**src/rtl/k12a_sequencer.sv**
```systemverilog
// k12a state sequencer: owns the decoder's state register and stretches memory
// states to WAIT_STATES+1 cycles, with write shaping, wake sync, single-step and retire count.
package k12a_pkg;
    typedef enum logic [2:0] {
        STATE_FETCH1 = 3'd0,
        STATE_FETCH2 = 3'd1,
        STATE_EXEC   = 3'd2,
        STATE_POP    = 3'd3,
        STATE_RJMP   = 3'd4,
        STATE_HALT   = 3'd5
    } state_t;
endpackage

module k12a_sequencer
    import k12a_pkg::*;
#(
    parameter int WAIT_STATES    = 2,
    parameter int WRITE_SETUP    = 1,
    parameter int USE_READY      = 0,
    parameter int WAKE_SYNC      = 2,
    parameter int CNT_WIDTH      = 4,
    parameter int INST_CNT_WIDTH = 16
) (
    input  logic                      clock,
    input  logic                      reset_n,
    input  state_t                    state_next_req,
    input  logic                      mem_access,
    input  logic                      mem_write,
    input  logic                      mem_ready,
    input  logic                      wake,
    input  logic                      step_mode,
    input  logic                      step_req,
    output state_t                    state,
    output logic                      commit,
    output logic                      stall,
    output logic                      async_write,
    output logic                      wake_synced,
    output logic                      halted,
    output logic [INST_CNT_WIDTH-1:0] inst_count
);

    localparam logic [CNT_WIDTH-1:0] LP_WAIT  = CNT_WIDTH'(WAIT_STATES);
    localparam logic [CNT_WIDTH-1:0] LP_SETUP = CNT_WIDTH'(WRITE_SETUP);

    if (WAIT_STATES < WRITE_SETUP + 1) begin : g_chkSetup
        $error("k12a_sequencer: WAIT_STATES must be at least WRITE_SETUP+1");
    end
    if (WAIT_STATES >= (2 ** CNT_WIDTH)) begin : g_chkCnt
        $error("k12a_sequencer: WAIT_STATES does not fit in CNT_WIDTH bits");
    end

    state_t                    r_state;
    state_t                    w_stateNext;
    logic [CNT_WIDTH-1:0]      r_cnt;
    logic [CNT_WIDTH-1:0]      w_cntNext;
    logic                      r_token;
    logic                      r_stepPrev;
    logic [INST_CNT_WIDTH-1:0] r_instCount;
    logic                      w_final;
    logic                      w_stepBlock;
    logic                      w_commit;
    logic                      w_stepEdge;
    logic                      w_retire;

    assign w_stepEdge = step_req & ~r_stepPrev;

    // A parked FETCH1 (no step token) never starts its access, so the counter stays at 0.
    always_comb begin
        w_stepBlock = step_mode && (r_state == STATE_FETCH1) && (r_cnt == '0) && !r_token;
        w_final     = 1'b1;
        if (mem_access) begin
            w_final = (r_cnt == LP_WAIT) && ((USE_READY == 0) || mem_ready);
        end
        w_commit    = w_final && !w_stepBlock;
        w_stateNext = r_state;
        w_cntNext   = r_cnt;
        if (w_commit) begin
            w_stateNext = state_next_req;
            w_cntNext   = '0;
        end else if (mem_access && (r_cnt < LP_WAIT) && !w_stepBlock) begin
            w_cntNext = r_cnt + 1'b1;
        end
        w_retire = w_commit
                && (r_state inside {STATE_EXEC, STATE_POP, STATE_RJMP})
                && (state_next_req inside {STATE_FETCH1, STATE_HALT});
    end

    always_ff @(posedge clock) begin
        if (!reset_n) begin
            r_state     <= STATE_FETCH1;
            r_cnt       <= '0;
            r_stepPrev  <= 1'b0;
            r_token     <= 1'b0;
            r_instCount <= '0;
        end else begin
            r_state    <= w_stateNext;
            r_cnt      <= w_cntNext;
            r_stepPrev <= step_req;
            // A new edge outranks the FETCH1 clear so it becomes the next instruction's token.
            if (!step_mode) begin
                r_token <= 1'b0;
            end else if (w_stepEdge) begin
                r_token <= 1'b1;
            end else if (w_commit && (r_state == STATE_FETCH1)) begin
                r_token <= 1'b0;
            end
            if (w_retire) begin
                r_instCount <= r_instCount + 1'b1;
            end
        end
    end

    if (WAKE_SYNC == 0) begin : g_wakeBypass
        assign wake_synced = wake;
    end else begin : g_wakeSync
        logic [WAKE_SYNC-1:0] r_wakeSync;
        always_ff @(posedge clock) begin
            if (!reset_n) begin
                r_wakeSync <= '0;
            end else begin
                r_wakeSync <= (r_wakeSync << 1) | WAKE_SYNC'(wake);
            end
        end
        assign wake_synced = r_wakeSync[WAKE_SYNC-1];
    end

    // Strobe comes only from the registered count, keeping mem_ready off this path.
    assign async_write = mem_access && mem_write && (r_cnt >= LP_SETUP) && (r_cnt < LP_WAIT);
    assign state       = r_state;
    assign commit      = w_commit;
    assign stall       = ~w_commit;
    assign halted      = (r_state == STATE_HALT);
    assign inst_count  = r_instCount;

endmodule

```
**config.mk**
```make
export PLATFORM = sky130hd
export DESIGN_NAME = k12a_sequencer
export DESIGN_NICKNAME = d
export VERILOG_FILES = /design/src/rtl/k12a_sequencer.sv
export SDC_FILE = /design/constraint.sdc
export NUM_CORES = 1
export LEC_CHECK = 0
export CORE_ASPECT_RATIO = 1.25
export CORE_MARGIN = 5
export CORE_UTILIZATION = 52
export DETAILED_ROUTE_END_ITERATION = 8
export GPL_ROUTABILITY_DRIVEN = 0
export PLACE_DENSITY = 0.84
export REMOVE_ABC_BUFFERS = 1
export SYNTH_ARGS = -nofsm -noshare
export SYNTH_HDL_FRONTEND = slang
export SYNTH_SLANG_ARGS = --single-unit
```
**constraint.sdc**
```tcl
create_clock -name clock -period 4 [get_ports clock]
set_input_delay 1 -clock clock [delete_from_list [all_inputs] [get_ports clock]]
set_output_delay 1 -clock clock [all_outputs]
set_load 0.02 [all_outputs]
```
# After elaboration in Yosys (flattened, before gate mapping)
# Index checks and enable logic that the tools add are counted.
# word_totals
regBits,27
inputBits,11
out_inout_bits,24
elab_cells,46
# op_classes
add_sub_neg,2
n_lt_le_gt_ge,2
n_eq_ne,6
n_mux,3
bitwise_logic,5
reduce_logical,22
# op_table
cell,count
$add A16 B1 Y16 const B,1
$logic_and A1 B1 Y1,12
$eq A3 B3 Y1 const B,3
$eq A3 B2 Y1 const B,2
$logic_not A3 Y1,2
$add A4 B1 Y4 const B,1
$eq A4 B2 Y1 const B,1
$ge A4 B1 Y1 const B,1
$logic_not A4 Y1,1
$lt A4 B2 Y1 const B,1
$reduce_bool A2 Y1,2
$mux W1,3
$not A1 Y1,3
$reduce_bool A3 Y1,1
$logic_not A1 Y1,2
$or A2 B1 Y2,1
$reduce_and A2 Y1,1
$reduce_or A2 Y1,1
$and A1 B1 Y1,1

# Longest topological paths before layout
# Gate-level depths: netlist of run 1.
# depth
word_depth,9
ltp_mapped,7

# Worst setup path after synthesis of run 1
# Ideal clock, no wire load.
# synth_timing
path_kind,input port to output port
start,input port step_mode
end,output port stall
arrival_time_ns,1.861
required_ns,3.000
path_slack_ns,1.139
stages,3
n_path_buf,0
cell_sequence,and3b_1 > a32oi_2 > inv_1
# synth_via
elab_chain_len,6
# synth_lines
element,line,rtl
from (decl),31,"input logic step_mode,"
$logic_and A1 B1 Y1 (3 in a row),69,w_stepBlock = step_mode && (r_state == STATE_FETCH1) && (r_cnt == '0) && !r_token;
$logic_not A1 Y1,74,w_commit = w_final && !w_stepBlock;
$logic_and A1 B1 Y1,74,
named net commit,34,"output logic commit,"
$not A1 Y1,131,assign stall = ~w_commit;
to (decl),35,"output logic stall,"
# The timed path passes the listed nets, and every way through them passes these cells.

# Final worst setup path of run 1
# layout_timing
start,input port mem_access
end,output port async_write
# layout_via
elab_chain_len,3
# layout_lines
element,line,rtl
from (decl),27,"input logic mem_access,"
$logic_and A1 B1 Y1 (3 in a row),128,assign async_write = mem_access && mem_write && (r_cnt >= LP_SETUP) && (r_cnt < LP_WAIT);
to (decl),36,"output logic async_write,"
# Every way passes these cells.

==> results of run 1 <==
[kinds of logic after synthesis]
family	after synthesis	share of synthesized area [%]
compound gates	33	16.8
xor+xnor	2	1.27
fa+ha+maj	5	4.55
buf+inv	12	4.36
flops	27	39.3
mux	7	5.09
simple gates	71	28.6
[metal layers]
layer	up-vias	GRT usage, %	part of all wire (%)
met4	0	8.01	0.58
met2	29	33.6	54
met1	618	18.9	42
met3	2	2.87	3.4
met5	-	0	0
li1	644	-	-
[through the flow]
stage	worst slack (ns)	hold WS, ns	std cells
floorplan	1.14	0.412	152
global placement	0.320	0.414	219
detailed placement	0.306	0.427	219
CTS	0.309	0.462	223
global route	0.210	0.487	223
finish	0.301	0.459	223
[cells in the final DEF, fill, tap and decap left out, drive strengths merged, types with 2 or more instances in the layout]
cell and count:
a211oi 2, nand3 8, a21oi 11, clkdlybuf4s50 33
nand2b 10, nor2 9, nand2 15, o311ai 3
o41ai 3, mux2i 7, or4 6, dfxtp 27
o21ai 3, o31ai 5, inv 6, clkbuf 4
ha 5, and3 4, and2 4, nor4 3
or3b 2, nand4 3
[registers in the layout, summed over array words and instances (netlist names)]
register	count
g_wakeSync.r_wakeSync	2
state	3
r_token	1
r_cnt	4
inst_count	16
r_stepPrev	1
[power groups by stage]
stage,registers [mW],logic (mW),clock network [mW]
floorplan,0.290,0.0404,0
global placement,0.286,0.0770,0
detailed placement,0.287,0.0796,0
CTS,0.281,0.0799,0.121
global route,0.283,0.0866,0.134
finish,0.281,0.0792,0.117
[worst max-delay path by stage]
| stage | start | end | slack [ns] |
|---|---|---|---|
| global route | mem_access | async_write | 0.21 |
| CTS | step_mode | commit | 0.31 |
| global placement | step_mode | commit | 0.32 |
| floorplan | step_mode | stall | 1.14 |
| detailed placement | step_mode | commit | 0.31 |
| finish | mem_access | async_write | 0.30 |
[worst max-delay path, delay by kind of cell]
family	cells	cell delay, ns
buffers and inverters	2	1.18
and+or+nand+nor	2	0.52
[final cells by class]
type	instances	area, um2
inverter	7	26.3
timing repair buffer	34	338
sequential	27	541
tap	33	41.3
clock buffer	4	26.3
multi-input combinational	118	776
fill	198	729
==> flow_summary.ini, run 1 <==
[power_and_ir_drop]
pwr-share-comb_pct = 16.6
total_power_mw = 0.477
clkPwrFrac_pct = 24.5
p_int_mw = 0.350
power.switching_mw = 0.127
power_frac_seq_pct = 58.9
ir_worst_vdd_mv = 0.229
switching_share_pct = 26.5
power_density_nw_per_um2 = 273
leakage_nw = 0.626

[die]
core_area_um2 = 2480
start_util_pct = 55.6
io-pin-count = 35
dieArea_um2 = 3780
die_width_um = 56.0
die_h_um = 67.5
rows = 20

[routing]
drc_errors = 0
drtPass1Iterations = 4
num_vias = 1293
wire_per_inst_um = 13.9
avgViaCountPerCell = 5.80
drtAntennaViolNets = 0
first_iter_violations = 43
wl_um = 3100

[critical_path]
required_ns = 3.00
cp.arrival_ns = 2.70
crit_path_top_delay_cell = clkdlybuf4s50_1
path_max_fanout = 6
cpPeakStageDelay_ns = 0.60
rrSetupSlack_ns = 1.90
ff2ff_path_depth = 4
end_kind = output port
crit_type = input port to output port
path_cells = clkdlybuf4s50_1 > nor4b_1 > and3_1 > clkdlybuf4s50_1
r2r-start = state[2]
worstReg2RegEnd = inst_count[5]
cp-start-kind = input port
cp_common_cell = clkdlybuf4s50_1

[placed_design]
dpl.hpwl_um = 2370
portBuffers = 33
placed_cell_area_um2 = 1720

[min_path]
worstHoldStart = g_wakeSync.r_wakeSync[0]
min_path_cells = 1
worst_hold_path_type = flop to flop
holdPathEnd = g_wakeSync.r_wakeSync[1]

[synthesis]
yosysMostFrequentCell = dfxtp_1
synthTopCellsByCount = dfxtp_1 (27), nand2_1 (15), a21oi_1 (11), nand2b_1 (10), nor2_1 (9)
synth_edf_count = 0
synthFlopType = dfxtp_1
ys_seq_area_share_pct = 39.3
synth.top_cell.area_share_pct = 39.3
yosysTopAreaCell = dfxtp_1
syn_avg_cell_area_um2 = 8.77
synth_cells = 157
async_flop_share_pct = 0
synth.distinct_cells = 40
synth_area_leaders = dfxtp_1 (39%), mux2i_1 (5.1%), ha_1 (4.5%)
syn_area_um2 = 1380
ys_seq_elements = 27
yosysWarnings = 0

[sta]
fmax_ghz = 0.270
rsz0062_at_grt = false
maxSlewHeadroom_pct = 41.8
slew_violations = 0
period_needed_ns = 3.70
clock_skew_ns = 0.00283
tightest_slew_ns = 0.869
finalHoldViolations = 0
setup-violations-final = 0
setup_tns_ns = 0
period_share_pct = 92.5

[final_layout]
antenna_cells = 0
finish.instance_area_um2 = 1750
fin_util_pct = 70.6
nets = 207
area_growth_syn_to_layout_pct = 27.0
drive_above_1_share_pct = 3.16

[global_route]
grt_max_degree = 25
grt_pass1_vias = 1260
grt-ovfl-total = 0
track_usage_pct = 17.6
antenna_found_initial = 0
grt_pass1_wl_um = 5390

[cts]
postCtsSetupRepairBufs = 0
root_buffer = clkbuf_4
cts_tree = built
h-tree-depth = 1
path_clk_slew_ns = 0.14
post_cts_resized = 0
postCtsHoldBufs = 0
cts_made_buffers = 3
cts.path.max_buffers = 2
clk_latency_ns = 0.32
cts_sinks = 27

[run]
max_cap_viol_count = 0

[status]
status = complete, no violations
(Power assumes the default switching activity.)
==> inputs of run 2 (changes only) <==
--- a/config.mk
+++ b/config.mk
@@ -12,6 +12,7 @@
 export GPL_ROUTABILITY_DRIVEN = 0
 export PLACE_DENSITY = 0.84
 export REMOVE_ABC_BUFFERS = 1
+export SETUP_SLACK_MARGIN = 0.3
 export SYNTH_ARGS = -nofsm -noshare
 export SYNTH_HDL_FRONTEND = slang
 export SYNTH_SLANG_ARGS = --single-unit
==> run 2 against run 1 <==
Global-route usage stayed put. Cell count stayed put. Highest routed layer unchanged. Die area stayed put. Sequential power hardly changed. Non-clock buffer count stayed put. Critical path type unchanged.
==> flow_summary.ini, run 2 (synthesis gave the netlist of run 1 again) <==
[routing]
wl_um = 3130
num_vias = 1285
drtAntennaViolNets = 0
avgViaCountPerCell = 5.76
drtPass1Iterations = 4
wire_per_inst_um = 14.0
first_iter_violations = 45
drc_errors = 0

[final_layout]
area_growth_syn_to_layout_pct = 27.6
drive_above_1_share_pct = 3.68
largest_reg_flops = 16
most-common-layout-cells = clkdlybuf4s50_1 (32), dfxtp_1 (27), nand2_1 (15)
antenna_cells = 0
regArea_um2 = 541
multi_input_area_um2 = 782
final_common_cell = clkdlybuf4s50_1
n_fill_cell = 197
nets = 207
final_cells = 223

[global_route]
grt_pass1_wl_um = 5390
track_usage_pct = 17.6
grt-ovfl-total = 0
antenna_found_initial = 0
grt_max_degree = 25
grt_pass1_vias = 1260

[die]
dieArea_um2 = 3780
rows = 20
start_util_pct = 55.6
core_area_um2 = 2480
die_h_um = 67.5
io-pin-count = 35
die_width_um = 56.0

[run]
max_cap_viol_count = 0

[cts]
path_clk_slew_ns = 0.14
h-tree-depth = 1
cts_made_buffers = 3
cts.path.max_buffers = 2
postCtsHoldBufs = 0
clk_latency_ns = 0.32
cts_sinks = 27
cts_tree = built
root_buffer = clkbuf_4

[sta]
finalHoldViolations = 0
tightest_slew_ns = 0.880
period_share_pct = 91.0
clock_skew_ns = 0.00333
setup-violations-final = 0
slew_violations = 0
maxSlewHeadroom_pct = 41.1
fmax_ghz = 0.275
rsz0062_at_grt = false
period_needed_ns = 3.64
holdWs_ns = 0.459
setup_tns_ns = 0

[power_and_ir_drop]
p_int_mw = 0.350
clkPwrFrac_pct = 24.7
power.switching_mw = 0.128
ir_worst_vdd_mv = 0.230
switching_share_pct = 26.8
leakage_nw = 0.640
pwr-share-comb_pct = 16.6
power_density_nw_per_um2 = 272
power_frac_seq_pct = 58.7

[min_path]
worst_hold_path_type = flop to flop
worstHoldStart = g_wakeSync.r_wakeSync[0]

[placed_design]
portBuffers = 33
dpl.hpwl_um = 2370
dp.cells = 219

[critical_path]
crit_type = input port to output port
path_max_fanout = 6
r2r-start = state[2]
critPathLaunch = mem_access
cp.arrival_ns = 2.64
cp-start-kind = input port
end_kind = output port
required_ns = 3.00

[status]
status = complete, no violations
-- run 2: cell count changes in the layout (fill, tap and decap cells not counted) --
cell	delta
clkdlybuf4s50_1	-1
dlymetal6s2s_1	+1
nor4b_1	-1
nor4b_2	+1
-- run 2: path summary, 6_finish.rpt --
path / to / slack [ns] / cells after the start
max reg2reg: inst_count[5] / 1.89 / 4
min reg2reg: g_wakeSync.r_wakeSync[1] / 0.46 / 1
max: async_write / 0.36 / 4
min: g_wakeSync.r_wakeSync[1] / 0.46 / 1
-- run 2: routing by layer --
layer / global-route usage (%) / vias to the layer above / part of all wire [%]
li1: - / 644 / -
met1: 18.9 / 613 / 42
met2: 33.6 / 26 / 54
met3: 2.87 / 2 / 3.4
met4: 8.01 / 0 / 0.58
met5: 0 / - / 0
-- run 2: layout make-up --
cell class              count  share of cell area [%]
multi-input cells         118                    44.5
well taps                  33                    2.35
repair buffers             34                    19.4
flip-flops and latches     27                    30.8
clock buffers               4                    1.50
inverters                   7                    1.50
-- run 2: metrics by stage --
stage,setup WS (ns),utilization (%),cell area [um2],total power [mW]
final,0.358,70.9,1760,0.479
after global routing,0.304,70.9,1760,0.503
after CTS,0.309,70.6,1750,0.482
after detailed placement,0.306,69.5,1720,0.366
after global placement,0.320,69.5,1720,0.363
after floorplan,1.14,-,1340,0.330
-- run 2: worst max-delay path: stages --
cell and delay (ns):
clkdlybuf4s50_1 0.58, nor4b_2 0.27, and3_1 0.20, clkdlybuf4s50_1 0.60
-- run 2: power groups by stage --
stage / Combinational [mW] / Sequential [mW] / Clock (mW)
finish: 0.0795 / 0.281 / 0.118
global route: 0.0866 / 0.283 / 0.134
CTS: 0.0799 / 0.281 / 0.121
detailed placement: 0.0796 / 0.287 / 0
global placement: 0.0770 / 0.286 / 0
floorplan: 0.0404 / 0.290 / 0
-- run 2: timing repair --
| action | CTS | global route |
|---|---|---|
| gates resized for setup | 0 | 2 |
| setup buffers | 0 | 0 |
| endpoints found under the setup margin | 0 | 3 |
